### src/rtl/sc_stream_to_binary.sv
// Stochastic bitstream to binary converter: counts 1s over 2^WIDTH valid samples.
// Optional macro SC_STREAM_TO_BINARY_BIPOLAR_EN selects a bipolar (2*ones - N) result.
//
// state | meaning
// IDLE  | waiting for start; counters cleared
// ACCUM | counting valid samples of the window
// DONE  | result held until consumer handshake
module sc_stream_to_binary #(
   parameter int WIDTH = 8
) (
   input  logic             clk,
   input  logic             rst_n,
   input  logic             start,
   input  logic             clear,
   input  logic             bit_in,
   input  logic             bit_valid,
   output logic             busy,
   output logic [WIDTH+1:0] result,
   output logic             result_valid,
   input  logic             result_ready
);

   typedef enum logic [1:0] {
      S_IDLE  = 2'd0,
      S_ACCUM = 2'd1,
      S_DONE  = 2'd2
   } state_t;

   state_t           state_q, state_d;
   logic [WIDTH:0]   ones_cnt_q, ones_cnt_d;
   logic [WIDTH-1:0] sample_cnt_q, sample_cnt_d;
   logic [WIDTH+1:0] result_q, result_d;
   logic             result_valid_q, result_valid_d;
   logic             busy_q, busy_d;

   logic             last_sample;
   logic             handshake;
   logic [WIDTH:0]   final_ones;
   logic [WIDTH+1:0] result_calc;

   assign last_sample = bit_valid & (&sample_cnt_q);
   assign handshake   = result_valid_q & result_ready;
   assign final_ones  = ones_cnt_q + (WIDTH+1)'(bit_in);

`ifdef SC_STREAM_TO_BINARY_BIPOLAR_EN
   // 2*ones - N; the subtraction wraps into two's complement within WIDTH+2 bits
   assign result_calc = {final_ones, 1'b0} - {2'b01, {WIDTH{1'b0}}};
`else
   assign result_calc = {1'b0, final_ones};
`endif

   always_ff @(posedge clk or negedge rst_n) begin
      if (!rst_n) begin
         state_q        <= S_IDLE;
         ones_cnt_q     <= '0;
         sample_cnt_q   <= '0;
         result_q       <= '0;
         result_valid_q <= 1'b0;
         busy_q         <= 1'b0;
      end else begin
         state_q        <= state_d;
         ones_cnt_q     <= ones_cnt_d;
         sample_cnt_q   <= sample_cnt_d;
         result_q       <= result_d;
         result_valid_q <= result_valid_d;
         busy_q         <= busy_d;
      end
   end

   always_comb begin
      state_d = state_q;
      if (clear) begin
         state_d = S_IDLE;
      end else begin
         case (state_q)
            S_IDLE:  if (start) state_d = S_ACCUM;
            S_ACCUM: if (last_sample) state_d = S_DONE;
            S_DONE:  if (handshake) state_d = start ? S_ACCUM : S_IDLE;
            default: state_d = S_IDLE;
         endcase
      end
   end

   always_comb begin
      ones_cnt_d     = ones_cnt_q;
      sample_cnt_d   = sample_cnt_q;
      result_d       = result_q;
      busy_d         = (state_d == S_ACCUM);
      result_valid_d = (state_d == S_DONE);
      if (clear) begin
         ones_cnt_d   = '0;
         sample_cnt_d = '0;
      end else begin
         case (state_q)
            S_IDLE: begin
               if (start) begin
                  ones_cnt_d   = '0;
                  sample_cnt_d = '0;
               end
            end
            S_ACCUM: begin
               if (last_sample) begin
                  result_d     = result_calc;
                  ones_cnt_d   = '0;
                  sample_cnt_d = '0;
               end else if (bit_valid) begin
                  ones_cnt_d   = final_ones;
                  sample_cnt_d = sample_cnt_q + WIDTH'(1);
               end
            end
            S_DONE: begin
               if (handshake && start) begin
                  ones_cnt_d   = '0;
                  sample_cnt_d = '0;
               end
            end
            default: begin
               ones_cnt_d   = '0;
               sample_cnt_d = '0;
            end
         endcase
      end
   end

   assign busy         = busy_q;
   assign result       = result_q;
   assign result_valid = result_valid_q;

endmodule

### config.mk
export PLATFORM = sky130hd
export DESIGN_NAME = sc_stream_to_binary
export DESIGN_NICKNAME = d
export VERILOG_FILES = /design/src/rtl/sc_stream_to_binary.sv
export SDC_FILE = /design/constraint.sdc
export NUM_CORES = 1
export LEC_CHECK = 0
export ABC_AREA = 1
export ABC_CLOCK_PERIOD_IN_PS = 2400
export CAP_MARGIN = 30
export CORE_MARGIN = 8
export CORE_UTILIZATION = 40
export CTS_BUF_LIST = sky130_fd_sc_hd__clkbuf_4
export DETAILED_ROUTE_END_ITERATION = 10
export PLACE_DENSITY_LB_ADDON = 0.12
export SYNTH_ARGS = -nofsm -noshare
export SYNTH_HDL_FRONTEND = slang
export SYNTH_SLANG_ARGS = --single-unit
### constraint.sdc
create_clock -name clk -period 2.4 [get_ports clk]
set_input_delay 0.24 -clock clk [delete_from_list [all_inputs] [get_ports clk]]
set_output_delay 0.24 -clock clk [all_outputs]
set_load 0.02 [all_outputs]
==> results of run 1 <==
==> registers in the layout, summed over array words and instances (netlist names) <==
signal / cells
result: 9
busy: 1
result_valid: 1
state_q: 2
ones_cnt_q: 9
sample_cnt_q: 8
==> placed cells by master, fill, tap and decap left out <==
cell                               n
sky130_fd_sc_hd__a21oi_1           1
sky130_fd_sc_hd__a21oi_2           1
sky130_fd_sc_hd__buf_4             3
sky130_fd_sc_hd__clkbuf_4          6
sky130_fd_sc_hd__clkdlybuf4s50_1  17
sky130_fd_sc_hd__clkinv_1          1
sky130_fd_sc_hd__clkinv_2          1
sky130_fd_sc_hd__conb_1            1
sky130_fd_sc_hd__dfrtp_1          30
sky130_fd_sc_hd__ha_1              3
sky130_fd_sc_hd__inv_1            11
sky130_fd_sc_hd__inv_4             2
sky130_fd_sc_hd__nand2_1          93
sky130_fd_sc_hd__nand2_2           1
sky130_fd_sc_hd__nand2_4           2
sky130_fd_sc_hd__nand3_1          20
sky130_fd_sc_hd__nand3_2           1
sky130_fd_sc_hd__nand3b_1          4
sky130_fd_sc_hd__nor2_1           18
sky130_fd_sc_hd__nor2_2            1
sky130_fd_sc_hd__nor2_4            3
sky130_fd_sc_hd__nor2_8            1
sky130_fd_sc_hd__nor3_1            2
sky130_fd_sc_hd__o21ai_0           3
sky130_fd_sc_hd__xnor2_1           1
sky130_fd_sc_hd__xor2_1            4
==> logic make-up (layout without fill, tap and decap cells) <==
family                   Yosys count  in the layout  synth area share (%)
buffers and inverters             18             41                 6.177
XOR/XNOR                           5              5                 2.703
adder cells (fa/ha/maj)            3              3                 2.317
other                              1              1                0.2314
flip-flops                        30             30                 46.33
AO/OA/AOI/OAI                      5              5                 1.776
AND/OR/NAND/NOR                  146            146                 40.46
==> layer usage <==
| layer | part of all wire [%] | vias to the layer above | track usage [%] |
|---|---|---|---|
| li1 | - | 690 | - |
| met1 | 49 | 600 | 14.51 |
| met2 | 46 | 18 | 18.34 |
| met3 | 5.0 | 2 | 4.392 |
| met4 | 0.57 | 0 | 3.333 |
| met5 | 0 | - | 0 |
==> cell type report <==
| class | instances | area, µm² |
|---|---|---|
| inverters | 13 | 53.80 |
| multi-input cells | 160 | 769.5 |
| clock inverters | 2 | 8.758 |
| clock buffers | 6 | 45.04 |
| fillers | 394 | 2059 |
| repair buffers | 20 | 192.7 |
| flip-flops and latches | 30 | 750.7 |
| well taps | 50 | 62.56 |
==> power groups by stage <==
| stage | sequential (mW) | clock [mW] | combinational [mW] |
|---|---|---|---|
| floorplan | 0.530 | 0 | 0.0490 |
| global placement | 0.528 | 0 | 0.0878 |
| detailed placement | 0.528 | 0 | 0.0871 |
| CTS | 0.518 | 0.305 | 0.0876 |
| global route | 0.519 | 0.334 | 0.0966 |
| finish | 0.518 | 0.291 | 0.0856 |
==> stage by stage <==
step / hold slack (ns) / total power, mW / utilization [%]
2_1_floorplan: -0.05559 / 0.5788 / -
3_3_place_gp: 0.4536 / 0.6155 / 46.40
3_5_place_dp: 0.4573 / 0.6149 / 46.40
4_1_cts: 0.3090 / 0.9099 / 47.76
5_1_grt: 0.3366 / 0.9499 / 47.76
6_report: 0.3044 / 0.8947 / 47.76
==> final timing paths <==
check	from	end	slack, ns	depth (start not counted)
worst min register to register	result[3]	result[3]	0.47	2
max in group asynchronous	rst_n	sample_cnt_q[0]	1.81	2
min in group clk	result[3]	result[3]	0.47	2
worst max-delay path	sample_cnt_q[0]	ones_cnt_q[6]	0.76	7
worst min-delay path	rst_n	result_valid	0.30	2
worst max register to register	sample_cnt_q[0]	ones_cnt_q[6]	0.76	7
==> worst register-to-register path, cell delays in order, from the launching register on <==
cell,delay (ns)
sky130_fd_sc_hd__dfrtp_1,0.42
sky130_fd_sc_hd__ha_1,0.26
sky130_fd_sc_hd__nand2_2,0.11
sky130_fd_sc_hd__nor2_4,0.06
sky130_fd_sc_hd__a21oi_2,0.35
sky130_fd_sc_hd__buf_4,0.25
sky130_fd_sc_hd__nand3_1,0.08
sky130_fd_sc_hd__nand2_1,0.06
==> run summary, run 1 <==
Relative to the synthesized area, the layout overhead comes to 16.22%. The total setup violations reported at the end of the flow is 0. The final HPWL from detailed placement is 2.346 mm. The power dissipated by switching net loads came out at 0.2330 mW. The die area came out at approximately 6300 µm².

The die height came out at 79.65 µm. In this run the number of H-tree levels came out at 2. The tree is rooted in a sky130_fd_sc_hd__clkbuf_4.

The number of placed instances with taps included came out at 273. Internal power comes to 0.6616 mW. The width of the die came out at 79.65 µm. The floorplan core area is 3943 µm². In this run the worst hold path is classified as in2async. The final critical-path share of the clock period came out at 68.47%. In this run the static leakage power is ~1 nW. Prior to clock tree synthesis, the placed netlist has a worst setup slack of 0.5756 ns. The remaining design rule violation count came out at 0.

Input and output buffers added on the ports amount to 17. The via-per-instance ratio came out at 4.662. Of all cell types, the one taking the most synthesized area is sky130_fd_sc_hd__dfrtp_1. The critical path goes through ha_1, nand2_2, nor2_4, a21oi_2, buf_4, nand3_1, nand2_1. The number of hold violations in the final report is 0. The cell family with the largest share of critical-path delay is flip-flops. Setup repair after global routing left no endpoint under its margin. The max-capacitance violation count is 0. The clock skew after layout is between 0.009 and 0.01 ns. The area of all placed cells without fillers is between 1500 and 2000 µm². The pre-antenna-repair detailed-routing pass consisted of 4 iterations. The upper clock frequency limit came out at 608.5 MHz. By count the netlist is led by 93 x sky130_fd_sc_hd__nand2_1, 30 x sky130_fd_sc_hd__dfrtp_1, 20 x sky130_fd_sc_hd__nand3_1.

The effective utilization at floorplan is 41.10%. The total global routing overflow came out at 0. The fraction of synthesized cell area taken by the top area cell type came out at 46.33%. The total number of nets in the final design is 240. The slowest stage of the critical path belongs to the cell sky130_fd_sc_hd__dfrtp_1. The number of antenna violations at the first check in global routing came out at 0. The maximum single-stage delay on the critical path came out at 0.42 ns. The number of buffers added by the clock tree synthesis step came out at 5. Ranked by total cell area, the synthesized netlist is headed by sky130_fd_sc_hd__dfrtp_1 46%, sky130_fd_sc_hd__nand2_1 22%, sky130_fd_sc_hd__nand3_1 6.2%. The sequential power share is 57.9%.

The synthesis warning total came out at 0. The critical path is of the reg2reg type. The post-route worst setup slack came out at ~0.76 ns.

For this run, asynchronously set or reset flops after synthesis account for 100.0%. The clock latency on the worst-skew pair is 0.32 ns. The final setup TNS came out at 0 ns. Along the worst path, the maximum fanout reaches 9. STA puts the critical path data required time at 2.66 ns. The share of power burned in the clock network came out at between 30 and 40%. The post-CTS repair timing setup buffer count came out at 0. IR analysis of the VDD net gives a maximum drop of 0.2330 mV. The post-placement cell area came out at 1829 µm². For this design the top-level I/O count stands at 19. The total nets after synthesis came out at ~220. The fraction of layout instances using a drive strength above 1 is 9.524%.

The clock net in this run drives a total of 30 sinks. The mean instance size in the synthesized netlist came out at 7.790 µm². The number of max-slew violations in the final report came out at 0. The sequential share of the synthesized area came out at 46.33%. Counting flops with a built-in enable in the synthesized netlist gives 0. TritonCTS built the clock tree. The number of buffer and inverter stages on the critical path came out at 1. Gates resized during post-CTS repair numbered 0. The final period demand of the worst path came out at 1.643 ns. The via count of the routed design came out at 1310. The endpoint kind of the worst setup timing path is a flip-flop. The aggregate global-route resource usage is a little under an eighth. The share of power burned in combinational logic is 9.6%. The number of global-route vias before repair came out at 1313.

The wire length reported by the detailed router came out at 3.314 mm. The site row count came out at 23. The flow ran to the end, and the final reports show no timing, DRC or antenna violations.

The ratio of total power to cell area is 475.1 nW/µm². The area of the mapped netlist came out at 1620 µm². The number of register bits inferred by synthesis is 30. The number of different library cells in the post-synthesis netlist came out at 24. The first global-routing pass estimated a little under 6 mm of wire. The proportion of total power due to net switching is about a quarter. The routability congestion estimate is 0.8363.

The maximum number of pins on one net before global-route repair came out at 31. The register clock-pin slew on the reported worst setup and hold paths came out at 0.09 ns. The count of placed standard cells in the final layout, fillers left out came out at 281. The post-synthesis instance total is 208. The count of nets left with antenna violations after detail routing came out at 0. The hold buffer count at cts came out at 0. The worst setup path is launched from a flip-flop. The prevailing post-synth register cell is sky130_fd_sc_hd__dfrtp_1. For this block, the initial DRC count from the detailed router was 70. Dividing the detail-routed wire length by the instance count gives 11.79 µm. The maximum buffer depth of the clock tree is 2.

The number of antenna cells inserted came out at 0. For the worst setup path, the data arrival time is between 1.5 and 2 ns. In the post-synthesis netlist, the cell with the most instances is sky130_fd_sc_hd__nand2_1.
(Power assumes the default switching activity.)
==> inputs of run 2 (changes only) <==
ABC_CLOCK_PERIOD_IN_PS = 1590   (was 2400)
clock period = 1.59 ns   (was 2.4 ns; I/O delays follow)
==> run 2 against run 1 <==
Effect of this change: hold slack worse by 0.083 ns; clock-buffer cell count rose by 1; register-to-register slack worse by 0.62 ns; final area rose by 3.4%; utilization is 1.6 points higher; largest cell class unchanged; global-route usage is 0.23 points lower; highest routed layer unchanged; sequential power increased by 51%.
==> run summary, run 2 (same netlist as run 1, synthesis figures left out) <==
The total setup violations reported at the end of the flow came to 0 (unchanged). The number of primary I/O pins is 19 (unchanged). The maximum single-stage delay on the critical path came out at 0.61 ns (was 0.42 ns). The most common cell after layout, fill and taps aside was sky130_fd_sc_hd__nand2_1 (unchanged). The CTS tree was done (unchanged).

The number of filler instances in the final layout came out at 385 (was 394). Critical-path cell list: clkdlybuf4s50_1 (was ha_1, nand2_2, nor2_4, a21oi_2, buf_4, nand3_1, nand2_1). The iteration count of the initial detailed-routing pass came out at 4 (unchanged). The endpoint kind of the worst setup timing path is an output port (was flip-flop). The max-capacitance violation count came out at 0 (unchanged). The peak fanout along the critical path came out at 3 (was 9).

The count of port buffers added during placement is 17 (unchanged). The fraction of layout instances using a drive strength above 1 is 13.45% (was 9.524%). The worst reg-to-reg setup slack is 0.14 ns (was 0.76 ns). The routability congestion estimate is 0.7917 (was 0.8363). The signal arrival time at the worst endpoint came out at 1.30 ns (was 1.90 ns).

The first-pass GRT wire length came out at 5.727 mm (was 5.906 mm). Top library cells by usage in the layout, fill and taps aside: 93 x sky130_fd_sc_hd__nand2_1, 30 x sky130_fd_sc_hd__dfrtp_1, 20 x sky130_fd_sc_hd__nand3_1 (unchanged). The site row count was 23 (unchanged).

The depth of the most critical reg-to-reg path was 8 (was 7). The class of the most critical hold timing path is in2async (unchanged). The via count of the routed design is 1330 (was 1310). The required time of the critical path is 1.43 ns (was 2.66 ns). Of the available clock period, the critical path in the final layout requires between 90% and 100%. The number of buffer and inverter stages on the critical path came out at 1 (unchanged). The final period demand of the worst path is 1.464 ns. Unrepaired setup endpoints after global routing: false (unchanged). The ratio of total power to cell area came out at 703.1 nW/µm² (was 475.1 nW/µm²). The final HPWL from detailed placement came out at 2.344 mm (was 2.346 mm).

The number of antenna violations at the first check in global routing came out at 0 (unchanged). The layout overhead on the synthesized area is 20.15% (was 16.22%). The average detailed-routed wire length per instance was 11.63 µm (was 11.79 µm).

The number of clock sinks seen by CTS came to 30 (unchanged). The maximum buffer depth of the clock tree came to 2 (unchanged). The number of hold violations in the final report is 0 (unchanged). The maximum number of pins on one net before global-route repair came out at 31 (unchanged). The die area is 6343 µm² (unchanged).

The number of buffers added by the clock tree synthesis step came out at 5 (unchanged). The critical register-to-register path startpoint is sample_cnt_q[1] (was sample_cnt_q[0]). The number of global-route vias before repair came to 1221 (was 1313). The hold buffer count at cts is 0 (unchanged). The floorplan core area came out at 3943 µm² (unchanged). The die height is 79.65 µm (unchanged). The maximum vdd ir drop came out at 0.3568 mV (was 0.2330 mV).

The type of the setup path with the least slack was reg2out (was reg2reg). The cell with the largest stage delay on the worst path is sky130_fd_sc_hd__clkdlybuf4s50_1 (was sky130_fd_sc_hd__dfrtp_1). The worst hold slack after final layout is 0.2214 ns (was 0.3044 ns).

The width of the die came out at 79.65 µm (unchanged). The cell family with the largest share of critical-path delay is buffers and inverters (was flip-flops). The number of antenna cells inserted came to 0 (unchanged).

The aggregate global-route resource usage came to 11.44% (was 11.67%). The remaining design rule violation count came out at 0 (unchanged). The total power is 1.369 mW (was 0.8947 mW).

The clock skew after layout is 0.008267 ns (was 0.009511 ns). The register clock-pin slew on the reported worst setup and hold paths was 0.09 ns (about the same). The via-per-instance ratio came to 4.618 (was 4.662). The initial DRC count came to 68 (was 70). The number of max-slew violations in the final report came to 0 (unchanged). Derived from the worst setup path, the maximum achievable clock frequency is 683.1 MHz. The total number of nets in the final design is 248 (was 240). The startpoint type of the worst setup path is a flip-flop (unchanged).

The final standard cell utilization of the core came out at 49.38% (was 47.76%). The count of nets left with antenna violations after detail routing is 0 (unchanged). The wire length reported by the detailed router came out at 3.349 mm (was 3.314 mm). The register cell area after layout is 750.7 µm² (unchanged).

Result of the run: complete, no violations (unchanged). The total global routing overflow is 0 (unchanged). The endpoint of the most critical register-to-register path is result[1] (was ones_cnt_q[6]).

The root buffer selected by CTS is sky130_fd_sc_hd__clkbuf_4 (unchanged). The static power due to leakage came out at 1.034 nW (was 0.9996 nW). The clock latency on the worst-skew pair came out at 0.32 ns (about the same). The effective utilization at floorplan was 41.10% (unchanged). The H-tree level count is 2 (unchanged). The total area of multi-input combinational cells came out at 774.5 µm² (was 769.5 µm²).
## run 2: power by group
| group | total (mW) | switching (mW) | internal, mW |
|---|---|---|---|
| clock network | 0.445 | 0.244 | 0.201 |
| logic | 0.143 | 0.0862 | 0.0565 |
| registers | 0.782 | 0.00835 | 0.773 |
| total | 1.37 | 0.338 | 1.03 |
## run 2: final cells by class
type / instances / area share, %
Clock buffer: 7 / 2.699
Timing Repair Buffer: 28 / 12.98
Inverter: 13 / 2.763
Multi-Input combinational cell: 160 / 39.78
Sequential cell: 30 / 38.56
Tap cell: 50 / 3.213
## run 2: timing repair
item / in CTS / in global routing
endpoints found under the setup margin: 0 / 19
resized for setup: 0 / 2
buffers inserted: 0 / 5
## run 2: how the worst max path moves through the flow
stage,start,endpoint,slack [ns],depth (start not counted)
final,result_valid,result_valid,0.13,1
after global routing,sample_cnt_q[1],result[2],0.02,8
after CTS,sample_cnt_q[1],result[1],0.08,8
after detailed placement,clear,sample_cnt_q[1],-0.15,8
after global placement,clear,sample_cnt_q[6],-0.14,8
after floorplan,sample_cnt_q[0],ones_cnt_q[6],0.19,7
## run 2: metal layers
| layer | vias up | wire length [µm] | track usage (%) |
|---|---|---|---|
| met5 | - | 0 | 0 |
| met4 | 0 | 54 | 5.000 |
| met3 | 6 | 155 | 3.716 |
| met2 | 21 | 1448 | 16.63 |
| met1 | 597 | 1690 | 15.06 |
| li1 | 706 | - | - |
## run 2: metrics by stage
step / setup TNS (ns) / area [µm²] / worst slack (ns) / instances
floorplan: 0 / 1620 / 0.1941 / 208
global placement: -2.353 / 1852 / -0.1428 / 276
detailed placement: -2.646 / 1852 / -0.1542 / 276
CTS: 0 / 1904 / 0.08097 / 283
global route: 0 / 1947 / 0.02017 / 288
finish: 0 / 1947 / 0.1262 / 288
